`src/rtl/rst_seq_pkg.sv`:
```
// Shared definitions for the reset sequencer: one-hot state encoding and
// default cycle constants used by reset_sequencer.
package rst_seq_pkg;

  typedef enum logic [5:0] {
    ST_ASSERT_DCM = 6'b000001,
    ST_WAIT_LOCK  = 6'b000010,
    ST_SETTLE     = 6'b000100,
    ST_RELEASE    = 6'b001000,
    ST_RUN        = 6'b010000,
    ST_FAIL       = 6'b100000
  } state_t;

  localparam int DEF_NUM_DCM             = 1;
  localparam int DEF_NUM_DOMAINS         = 4;
  localparam int DEF_CNT_W               = 16;
  localparam int DEF_DCM_RST_CYCLES      = 10000;
  localparam int DEF_LOCK_TIMEOUT_CYCLES = 50000;
  localparam int DEF_MAX_RETRIES         = 3;
  localparam int DEF_LOCK_SETTLE_CYCLES  = 5000;
  localparam int DEF_STAGGER_CYCLES      = 100;

endpackage

```
`src/rtl/sync_2ff.sv`:
```
// Generic two-flop synchroniser for bringing asynchronous level signals into
// the CLK domain; every bit is synchronised independently.
module sync_2ff #(
  parameter int W = 1
) (
  input  logic         CLK,
  input  logic         RST_N,
  input  logic [W-1:0] D,
  output logic [W-1:0] Q
);

  logic [W-1:0] meta;

  always_ff @(posedge CLK or negedge RST_N) begin
    if (!RST_N) begin
      meta <= '0;
      Q    <= '0;
    end else begin
      meta <= D;
      Q    <= meta;
    end
  end

endmodule

```
`src/rtl/reset_sequencer.sv`:
```
// Power-on / forced reset sequencer: pulses DCM_RST, waits for lock with bounded
// retries, settles, then releases the domain resets in ascending order.
module reset_sequencer
  import rst_seq_pkg::*;
#(
  parameter int NUM_DCM             = DEF_NUM_DCM,
  parameter int NUM_DOMAINS         = DEF_NUM_DOMAINS,
  parameter int CNT_W               = DEF_CNT_W,
  parameter int DCM_RST_CYCLES      = DEF_DCM_RST_CYCLES,
  parameter int LOCK_TIMEOUT_CYCLES = DEF_LOCK_TIMEOUT_CYCLES,
  parameter int MAX_RETRIES         = DEF_MAX_RETRIES,
  parameter int LOCK_SETTLE_CYCLES  = DEF_LOCK_SETTLE_CYCLES,
  parameter int STAGGER_CYCLES      = DEF_STAGGER_CYCLES
) (
  input  logic                   CLK,
  input  logic                   FORCE_RST_N,
  input  logic                   SOFT_RST,
  input  logic [NUM_DCM-1:0]     DCM_LOCKED,
  output logic                   DCM_RST,
  output logic [NUM_DOMAINS-1:0] DOMAIN_RST,
  output logic                   LOCK_FAIL,
  output logic                   SEQ_DONE,
  output state_t                 STATE_DBG
);

  localparam int IDX_W   = $clog2(NUM_DOMAINS + 1);
  localparam int RETRY_W = (MAX_RETRIES < 1) ? 1 : $clog2(MAX_RETRIES + 1);

  localparam logic [CNT_W-1:0]       DCM_LOAD     = CNT_W'(DCM_RST_CYCLES - 1);
  localparam logic [CNT_W-1:0]       TIMEOUT_LOAD = CNT_W'(LOCK_TIMEOUT_CYCLES - 1);
  localparam logic [CNT_W-1:0]       SETTLE_LOAD  = CNT_W'(LOCK_SETTLE_CYCLES - 1);
  localparam logic [CNT_W-1:0]       STAGGER_LOAD = CNT_W'(STAGGER_CYCLES - 1);
  localparam logic [IDX_W-1:0]       LAST_IDX     = IDX_W'(NUM_DOMAINS - 1);
  localparam logic [RETRY_W-1:0]     MAX_R        = RETRY_W'(MAX_RETRIES);
  localparam logic [NUM_DOMAINS-1:0] ALL1         = '1;
  localparam bit                     ALL_AT_ONCE  = (STAGGER_CYCLES == 0) || (NUM_DOMAINS == 1);

  state_t             state;
  logic [CNT_W-1:0]   cnt;
  logic [IDX_W-1:0]   idx;
  logic [RETRY_W-1:0] retry;
  logic [NUM_DCM-1:0] locked_sync;
  logic               lock_ok;
  logic               state_legal;

  sync_2ff #(.W(NUM_DCM)) u_lock_sync (
    .CLK   (CLK),
    .RST_N (FORCE_RST_N),
    .D     (DCM_LOCKED),
    .Q     (locked_sync)
  );

  assign lock_ok   = &locked_sync;
  assign STATE_DBG = state;

  always_comb begin
    state_legal = 1'b0;
    case (state)
      ST_ASSERT_DCM, ST_WAIT_LOCK, ST_SETTLE,
      ST_RELEASE, ST_RUN, ST_FAIL: state_legal = 1'b1;
      default:                     state_legal = 1'b0;
    endcase
  end

  always_ff @(posedge CLK or negedge FORCE_RST_N) begin
    if (!FORCE_RST_N) begin
      state      <= ST_ASSERT_DCM;
      cnt        <= DCM_LOAD;
      idx        <= '0;
      retry      <= '0;
      DCM_RST    <= 1'b1;
      DOMAIN_RST <= ALL1;
      LOCK_FAIL  <= 1'b0;
      SEQ_DONE   <= 1'b0;
    end else if (SOFT_RST || !state_legal) begin
      // Restart from a fresh DCM pulse; also the recovery path for a corrupted state.
      state      <= ST_ASSERT_DCM;
      cnt        <= DCM_LOAD;
      idx        <= '0;
      retry      <= '0;
      DCM_RST    <= 1'b1;
      DOMAIN_RST <= ALL1;
      LOCK_FAIL  <= 1'b0;
      SEQ_DONE   <= 1'b0;
    end else begin
      case (state)
        ST_ASSERT_DCM: begin
          if (cnt == '0) begin
            state   <= ST_WAIT_LOCK;
            DCM_RST <= 1'b0;
            cnt     <= TIMEOUT_LOAD;
          end else begin
            cnt <= cnt - 1'b1;
          end
        end
        ST_WAIT_LOCK: begin
          if (lock_ok) begin
            state <= ST_SETTLE;
            cnt   <= SETTLE_LOAD;
          end else if (cnt == '0) begin
            if (retry < MAX_R) begin
              retry   <= retry + 1'b1;
              state   <= ST_ASSERT_DCM;
              DCM_RST <= 1'b1;
              cnt     <= DCM_LOAD;
            end else begin
              state     <= ST_FAIL;
              LOCK_FAIL <= 1'b1;
            end
          end else begin
            cnt <= cnt - 1'b1;
          end
        end
        ST_SETTLE: begin
          if (!lock_ok) begin
            state      <= ST_WAIT_LOCK;
            cnt        <= TIMEOUT_LOAD;
            DOMAIN_RST <= ALL1;
          end else if (cnt == '0) begin
            if (ALL_AT_ONCE) begin
              state      <= ST_RUN;
              DOMAIN_RST <= '0;
              SEQ_DONE   <= 1'b1;
              retry      <= '0;
            end else begin
              state      <= ST_RELEASE;
              DOMAIN_RST <= ALL1 << 1;
              idx        <= IDX_W'(1);
              cnt        <= STAGGER_LOAD;
            end
          end else begin
            cnt <= cnt - 1'b1;
          end
        end
        ST_RELEASE: begin
          if (!lock_ok) begin
            state      <= ST_WAIT_LOCK;
            cnt        <= TIMEOUT_LOAD;
            DOMAIN_RST <= ALL1;
          end else if (cnt == '0) begin
            // Releases are strictly ascending, so bits idx and below are all clear.
            DOMAIN_RST <= ALL1 << (idx + 1'b1);
            if (idx == LAST_IDX) begin
              state    <= ST_RUN;
              SEQ_DONE <= 1'b1;
              retry    <= '0;
            end else begin
              idx <= idx + 1'b1;
              cnt <= STAGGER_LOAD;
            end
          end else begin
            cnt <= cnt - 1'b1;
          end
        end
        ST_RUN: begin
          if (!lock_ok) begin
            state      <= ST_ASSERT_DCM;
            cnt        <= DCM_LOAD;
            DCM_RST    <= 1'b1;
            DOMAIN_RST <= ALL1;
            SEQ_DONE   <= 1'b0;
          end
        end
        ST_FAIL: begin
          DCM_RST    <= 1'b0;
          DOMAIN_RST <= ALL1;
          LOCK_FAIL  <= 1'b1;
        end
        default: ;
      endcase
    end
  end

endmodule

```
`config.mk`:
```
export PLATFORM = sky130hd
export DESIGN_NAME = reset_sequencer
export DESIGN_NICKNAME = d
export VERILOG_FILES = /design/src/rtl/rst_seq_pkg.sv /design/src/rtl/sync_2ff.sv /design/src/rtl/reset_sequencer.sv
export SDC_FILE = /design/constraint.sdc
export NUM_CORES = 1
export LEC_CHECK = 0
export CAP_MARGIN = 5
export CELL_PAD_IN_SITES_DETAIL_PLACEMENT = 1
export CELL_PAD_IN_SITES_GLOBAL_PLACEMENT = 2
export CORE_MARGIN = 5
export CORE_UTILIZATION = 26
export CTS_CLUSTER_SIZE = 25
export DETAILED_ROUTE_END_ITERATION = 7
export GPL_ROUTABILITY_DRIVEN = 1
export PLACE_DENSITY = 0.66
export SETUP_SLACK_MARGIN = 0.05
export SLEW_MARGIN = 10
export SYNTH_ARGS = -nofsm -noshare
export SYNTH_HDL_FRONTEND = slang
export SYNTH_SLANG_ARGS = --single-unit
```
`constraint.sdc`:
```
create_clock -name CLK -period 2.9 [get_ports CLK]
set_clock_uncertainty 0.2 [all_clocks]
set_input_delay 0.58 -clock CLK [delete_from_list [all_inputs] [get_ports CLK]]
set_output_delay 0.58 -clock CLK [all_outputs]
set_load 0.01 [all_outputs]
```
# Word-level counts from Yosys, hierarchy flattened
# Cells that the tools add are included.
[classes]
addsub = 3
muxes = 65
reduce_logical = 19
n_eq_ne = 25
order_cmp = 1
shifts = 1
[ops]
columns = ["cell", "n"]
rows = [
  ["$mux 16", 11],
  ["$pmux 16 s5", 1],
  ["$mux 6", 11],
  ["$ne 3x3->1 const B", 10],
  ["$pmux 6 s5", 1],
  ["$mux 4", 6],
  ["$mux 3", 6],
  ["$logic_not 16->1", 1],
  ["$mux 1", 16],
  ["$pmux 4 s4", 1],
  ["$sub 16x1->16 const B", 1],
  ["$mux 2", 7],
  ["$reduce_and 7->1", 2],
  ["$ne 4x4->1 const B", 3],
  ["$reduce_and 4->1", 3],
  ["$reduce_and 6->1", 2],
  ["$reduce_bool 3->1", 4],
  ["$reduce_bool 5->1", 2],
  ["$eq 6x1->1 const B", 1],
  ["$eq 6x2->1 const B", 1],
  ["$eq 6x3->1 const B", 1],
  ["$eq 6x4->1 const B", 1],
  ["$eq 6x5->1 const B", 1],
  ["$eq 6x6->1 const B", 1],
  ["other kinds (18)", 20],
]
[totals]
out_inout_bits = 13
ff_bits = 36
elab_cells = 124

# Logic depth before layout (Yosys ltp)
[depth]
depth_word = 7
ltp_mapped = 9
ltp_nobuf = 8

# Cells and area by module
# From an unflattened synthesis, not the netlist that was laid out.
[hier_totals]
hier_cells = 302
hier_area_um2 = 2643.8
[modules_own_cells]
columns = ["module", "seq_area_each_um2", "area_each_um2", "n_inst", "cells_each"]
rows = [
  ["reset_sequencer", 868.3, 2593.7, 1, 300],
  ["sync_2ff", 50.0, 50.0, 1, 2],
]

# Worst setup path after synthesis
# No wires, ideal clock.
[synth_path]
path_kind = "register to register"
startpoint = "register state[4] (netlist: STATE_DBG[4])"
endpoint = "register state[1] (netlist: STATE_DBG[1])"
required_time_ns = 2.572
path_stages_with_launch = 10
path_buffers = 3
synth_period_minus_slack_ns = 2.506
slack_ns = 0.394
setup_time_ns = 0.128
t_arrival_ns = 2.178
cell_sequence = "dfrtp_1 -> buf_2 -> nor4_4 -> and2_4 -> buf_6 -> nor2_1 -> o2111a_1 -> buf_4 -> a21oi_2 -> mux2_1"
[synth_between]
elab_chain_len = 7
elab_cells_between_ends = 20
cone_classes = "eq/ne (12); mux (3); reduce/logical (5)"
[synth_rtl]
columns = ["element", "line", "rtl"]
rows = [
  ["from (decl)", "reset_sequencer.sv:38", "state_t state;"],
  ["from (signal assigned)", "reset_sequencer.sv:67", "state <= ST_ASSERT_DCM;"],
  ["from (signal assigned)", "reset_sequencer.sv:77", "state <= ST_ASSERT_DCM;"],
  ["from (signal assigned)", "reset_sequencer.sv:89", "state <= ST_WAIT_LOCK;"],
  ["$eq 6x5->1, or another cell as far along", "reset_sequencer.sv:58, reset_sequencer.sv:86", ""],
  ["$reduce_or 6->1", "reset_sequencer.sv:58", "case (state)"],
  ["$mux 1", "reset_sequencer.sv:58", ""],
  ["$logic_not 1->1", "reset_sequencer.sv:75", "end else if (SOFT_RST || !state_legal) begin"],
  ["$logic_or 1x1->1", "reset_sequencer.sv:75", ""],
  ["$ne 4x4->1 (no line), or another cell as far along", "--", ""],
  ["$reduce_and 7->1 (no line)", "--", ""],
]
# Parallel ways exist; a longest one is shown, timed or not.
# A chain may end at the register's enable or synchronous reset.

# Worst setup path after layout
[layout_path]
startpoint = "register state[4] (netlist: STATE_DBG[4])"
endpoint = "register DOMAIN_RST[0]"
[layout_between]
elab_chain_len = 7
elab_cells_between_ends = 17
cone_classes = "eq/ne (9); mux (3); reduce/logical (5)"
[layout_rtl]
columns = ["element", "line", "rtl"]
rows = [
  ["$eq 6x5->1, or another cell as far along", "reset_sequencer.sv:58, reset_sequencer.sv:86", ""],
  ["$reduce_or 6->1", "reset_sequencer.sv:58", ""],
  ["$mux 1", "reset_sequencer.sv:58", ""],
  ["$logic_not 1->1", "reset_sequencer.sv:75", ""],
  ["$logic_or 1x1->1", "reset_sequencer.sv:75", ""],
  ["$ne 4x4->1 (no line), or another cell as far along", "--", ""],
  ["$reduce_and 4->1 (no line)", "--", ""],
  ["to (signal assigned)", "reset_sequencer.sv:127", "DOMAIN_RST <= ALL1 << 1;"],
  ["to (signal assigned)", "reset_sequencer.sv:142", "DOMAIN_RST <= ALL1 << (idx + 1'b1);"],
  ["to (decl)", "reset_sequencer.sv:20", "output logic [NUM_DOMAINS-1:0] DOMAIN_RST,"],
]
# Parallel ways exist; a longest one is shown, timed or not.

==> impl_metrics.csv <==
group,metric,value,unit
timing,max-slew-margin-rel,40.4,%
placed_design,dp.cells,450,
power,ir_drop,208,uV
logic_synthesis,synth_edf_count,0,
timing,tightest_slew,894,ps
placed_design,dpl.hpwl,6.25,mm
die,core,0.00977,mm2
critical_path,cp_max_fo,10,
power,pwr-share-clk,27.4,%
clocking,cts_setup_buffers,0,
detailed_routing,viasPerCell,5.22,
clocking,cts_buffers,5,
detailed_routing,first_pass_iters,4,
timing,slew_viol_final,0,
power,p_seq_share,36.5,%
detailed_routing,vias,2389,
hold_path,hold_end,"u_lock_sync.Q",
timing,period_share,92.5,%
critical_path,crit_type,"reg -> reg",
hold_path,worstHoldPathCells,0,
die,die_h,110,um
logic_synthesis,synth_seq_cells,36,
logic_synthesis,netlist_area,0.00260,mm2
logic_synthesis,syn_nets,304,
power,p_leak,1.23,nW
clocking,cts.clk_slew.worst_paths,90,ps
clocking,cts_resized,0,
power,pwr-share-comb,36.1,%
outcome,status,"finished, final reports clean",
placed_design,place_area,0.00300,mm2
logic_synthesis,yosys.area.top_type_share,21.2,%
timing,finalCriticalPeriod,2680,ps
die,start_util,26.6,%
logic_synthesis,yosys_warnings,0,
clocking,numClockSinks,36,
global_route,grt-ovfl-total,0,
global_route,grt_pass1_wl,14.1,mm
timing,timing.setup.tns,0,ps
timing,hold_viol_final,0,
global_route,grt_max_degree,37,
critical_path,rr_endpoint,"DOMAIN_RST[0]",
logic_synthesis,async_flop_share,100,%
placed_design,place_congestion,0.810,
clocking,clkLatencyLatePin,300,ps
final_layout,fin_nets,335,
final_layout,drive_gt1_share,20.6,%
critical_path,reg2reg_slack,220,ps
logic_synthesis,synthDistinctLibCells,69,
final_layout,fin_cells,458,
power,p_per_area,556,mW/mm2
logic_synthesis,synthCells,293,
clocking,cts_hold_buf,0,
timing,rsz0062_at_grt,"false",
critical_path,worst_ep_required_time,2930,ps
detailed_routing,wl_per_cell,18.2,um
clocking,cts_tree,"done",
clocking,clockBufferDepth,2,
global_route,antenna_found_initial,0,
timing,fmax,0.373,GHz
critical_path,worstPathArrival,2710,ps
clocking,clockRootBuffer,"clkbuf_8",
logic_synthesis,netlist_top_cells_area,"dfrtp_1 (21%), dfstp_2 (14%), a21oi_1 (5.2%)",
final_layout,nFillCells,1168,
final_layout,synthToLayoutAreaGrowth,19.7,%
logic_synthesis,post-synth-top-area-cell,"dfrtp_1",
detailed_routing,drtAntennaViolNets,0,
power,sw_frac_of_total,36.8,%
hold_path,hold_path_startpoint,"u_lock_sync.meta",
detailed_routing,wl,8.35,mm
final_layout,fin_util,31.8,%
die,ios,17,
hold_path,holdCritPathClass,"reg -> reg",
die,fp-row-count,36,
global_route,grtUsageTotal,15.0,%
detailed_routing,drt_first_iter_violations,142,
critical_path,worst_setup_path_end_kind,"flip-flop",
detailed_routing,remaining_drc_errors,0,
critical_path,rr_startpoint,"STATE_DBG[4]",
die,die_x,110,um
final_layout,seqCellArea,918,um2
power,p_int,0.00109,W
timing,finalSetupViolCount,0,
final_layout,multi_input_area,0.00155,mm2
placed_design,port_buffers,16,
logic_synthesis,synth_commonest_cells,"nand2_1 (28), a21oi_1 (27), dfrtp_1 (22)",
critical_path,critPathLaunchType,"flip-flop",
logic_synthesis,synth_seq_area_share,35.4,%
final_layout,design_area,0.00311,mm2
logic_synthesis,synth_top_flop_cell,"dfrtp_1",
logic_synthesis,synth.most_common_cell,"nand2_1",
flow_run,cap_violations,0,
clocking,htreeDepth,2,
global_route,grt_pass1_vias,2648,
power,p_sw,0.000635,W
logic_synthesis,syn_area_per_cell,8.87,um2
die,dieArea,0.0121,mm2
final_layout,antenna_cells,0,
critical_path,ff2ff_path_depth,6,
-- layer usage --
layer | up-vias | GRT usage (%) | wire length (um)
met1 | 1206 | 20.8 | 4160
met3 | 4 | 2.64 | 209
met5 | - | 0 | 0
met2 | 25 | 24.5 | 3940
li1 | 1154 | - | -
met4 | 0 | 2.85 | 45
-- cells in the final DEF (no fill, tap or decap), types with 4 or more instances in the layout --
cell type | netlist | routed
a21oi_1 | 27 | 27
a22o_1 | 5 | 5
and2_1 | 5 | 5
buf_4 | 4 | 22
clkbuf_8 | 0 | 5
clkdlybuf4s50_1 | 0 | 15
dfrtp_1 | 22 | 22
dfstp_2 | 14 | 14
ha_1 | 7 | 7
inv_1 | 12 | 12
mux2_1 | 5 | 5
nand2_1 | 28 | 28
nand3_1 | 12 | 12
nand4_1 | 5 | 5
nor2_1 | 18 | 18
nor2b_1 | 4 | 4
nor3_1 | 6 | 6
nor4_1 | 7 | 7
o21ai_0 | 20 | 20
or3_1 | 4 | 4
xnor2_1 | 5 | 5
-- how the worst max path moves through the flow --
stage	from	end	slack, ps	cells past startpoint
detailed placement	STATE_DBG[4]	DOMAIN_RST[0]	260	6
finish	STATE_DBG[4]	DOMAIN_RST[0]	220	6
floorplan	STATE_DBG[4]	STATE_DBG[1]	390	9
global route	cnt[0]	idx[2]	130	8
global placement	STATE_DBG[4]	DOMAIN_RST[0]	260	6
CTS	STATE_DBG[4]	DOMAIN_RST[0]	230	6
-- cell families (layout without fill, tap and decap cells) --
logic type                 after synthesis  in the layout  share of synthesized area, %
adders and majority gates                7              7                          3.37
AOI/OAI and AO/OA                       94             94                          25.0
buffers and inverters                   26             58                          5.11
and+or+nand+nor                        115            115                          25.4
xor gates and xnor gates                 7              7                          2.36
muxes                                    8              8                          3.37
DFF                                     36             36                          35.4
-- power by group through the flow --
| stage | registers, W | logic [W] | clock network, W |
|---|---|---|---|
| final | 0.000631 | 0.000624 | 0.000473 |
| after global routing | 0.000642 | 0.000683 | 0.000509 |
| after floorplan | 0.000619 | 0.000421 | 0 |
| after global placement | 0.000639 | 0.000628 | 0 |
| after CTS | 0.000632 | 0.000630 | 0.000495 |
| after detailed placement | 0.000641 | 0.000626 | 0 |
-- worst max-delay path: stages, from the launching register on --
cell and delay, ps:
dfrtp_1 540, nor4_2 600, a22o_1 250, or3_4 170, nand3_2 190, or3_1 400
mux2_2 270
-- per-stage QoR --
stage | hold WS [ps] | total power (W) | setup slack, ps
2_1_floorplan | 84.4 | 0.00104 | 394
3_3_place_gp | 132 | 0.00127 | 262
3_5_place_dp | 146 | 0.00127 | 259
4_1_cts | 169 | 0.00176 | 233
5_1_grt | 175 | 0.00183 | 132
6_report | 165 | 0.00173 | 217
-- flip-flops by register name, summed over array words and instances, names as in the netlist --
name and flops:
cnt 16, STATE_DBG 6, DOMAIN_RST 4, idx 3
retry 2, DCM_RST 1, LOCK_FAIL 1, SEQ_DONE 1
u_lock_sync.Q 1, u_lock_sync.meta 1
-- layout make-up --
| cell class | instances | area share, % |
|---|---|---|
| Multi-Input combinational cell | 231 | 49.8 |
| Sequential cell | 36 | 29.5 |
| Timing Repair Buffer | 38 | 10.3 |
| Tap cell | 133 | 5.35 |
| Clock buffer | 5 | 2.21 |
| Inverter | 12 | 1.45 |
| Clock inverter | 3 | 1.37 |
No activity file was read; power rests on OpenSTA's default activity.
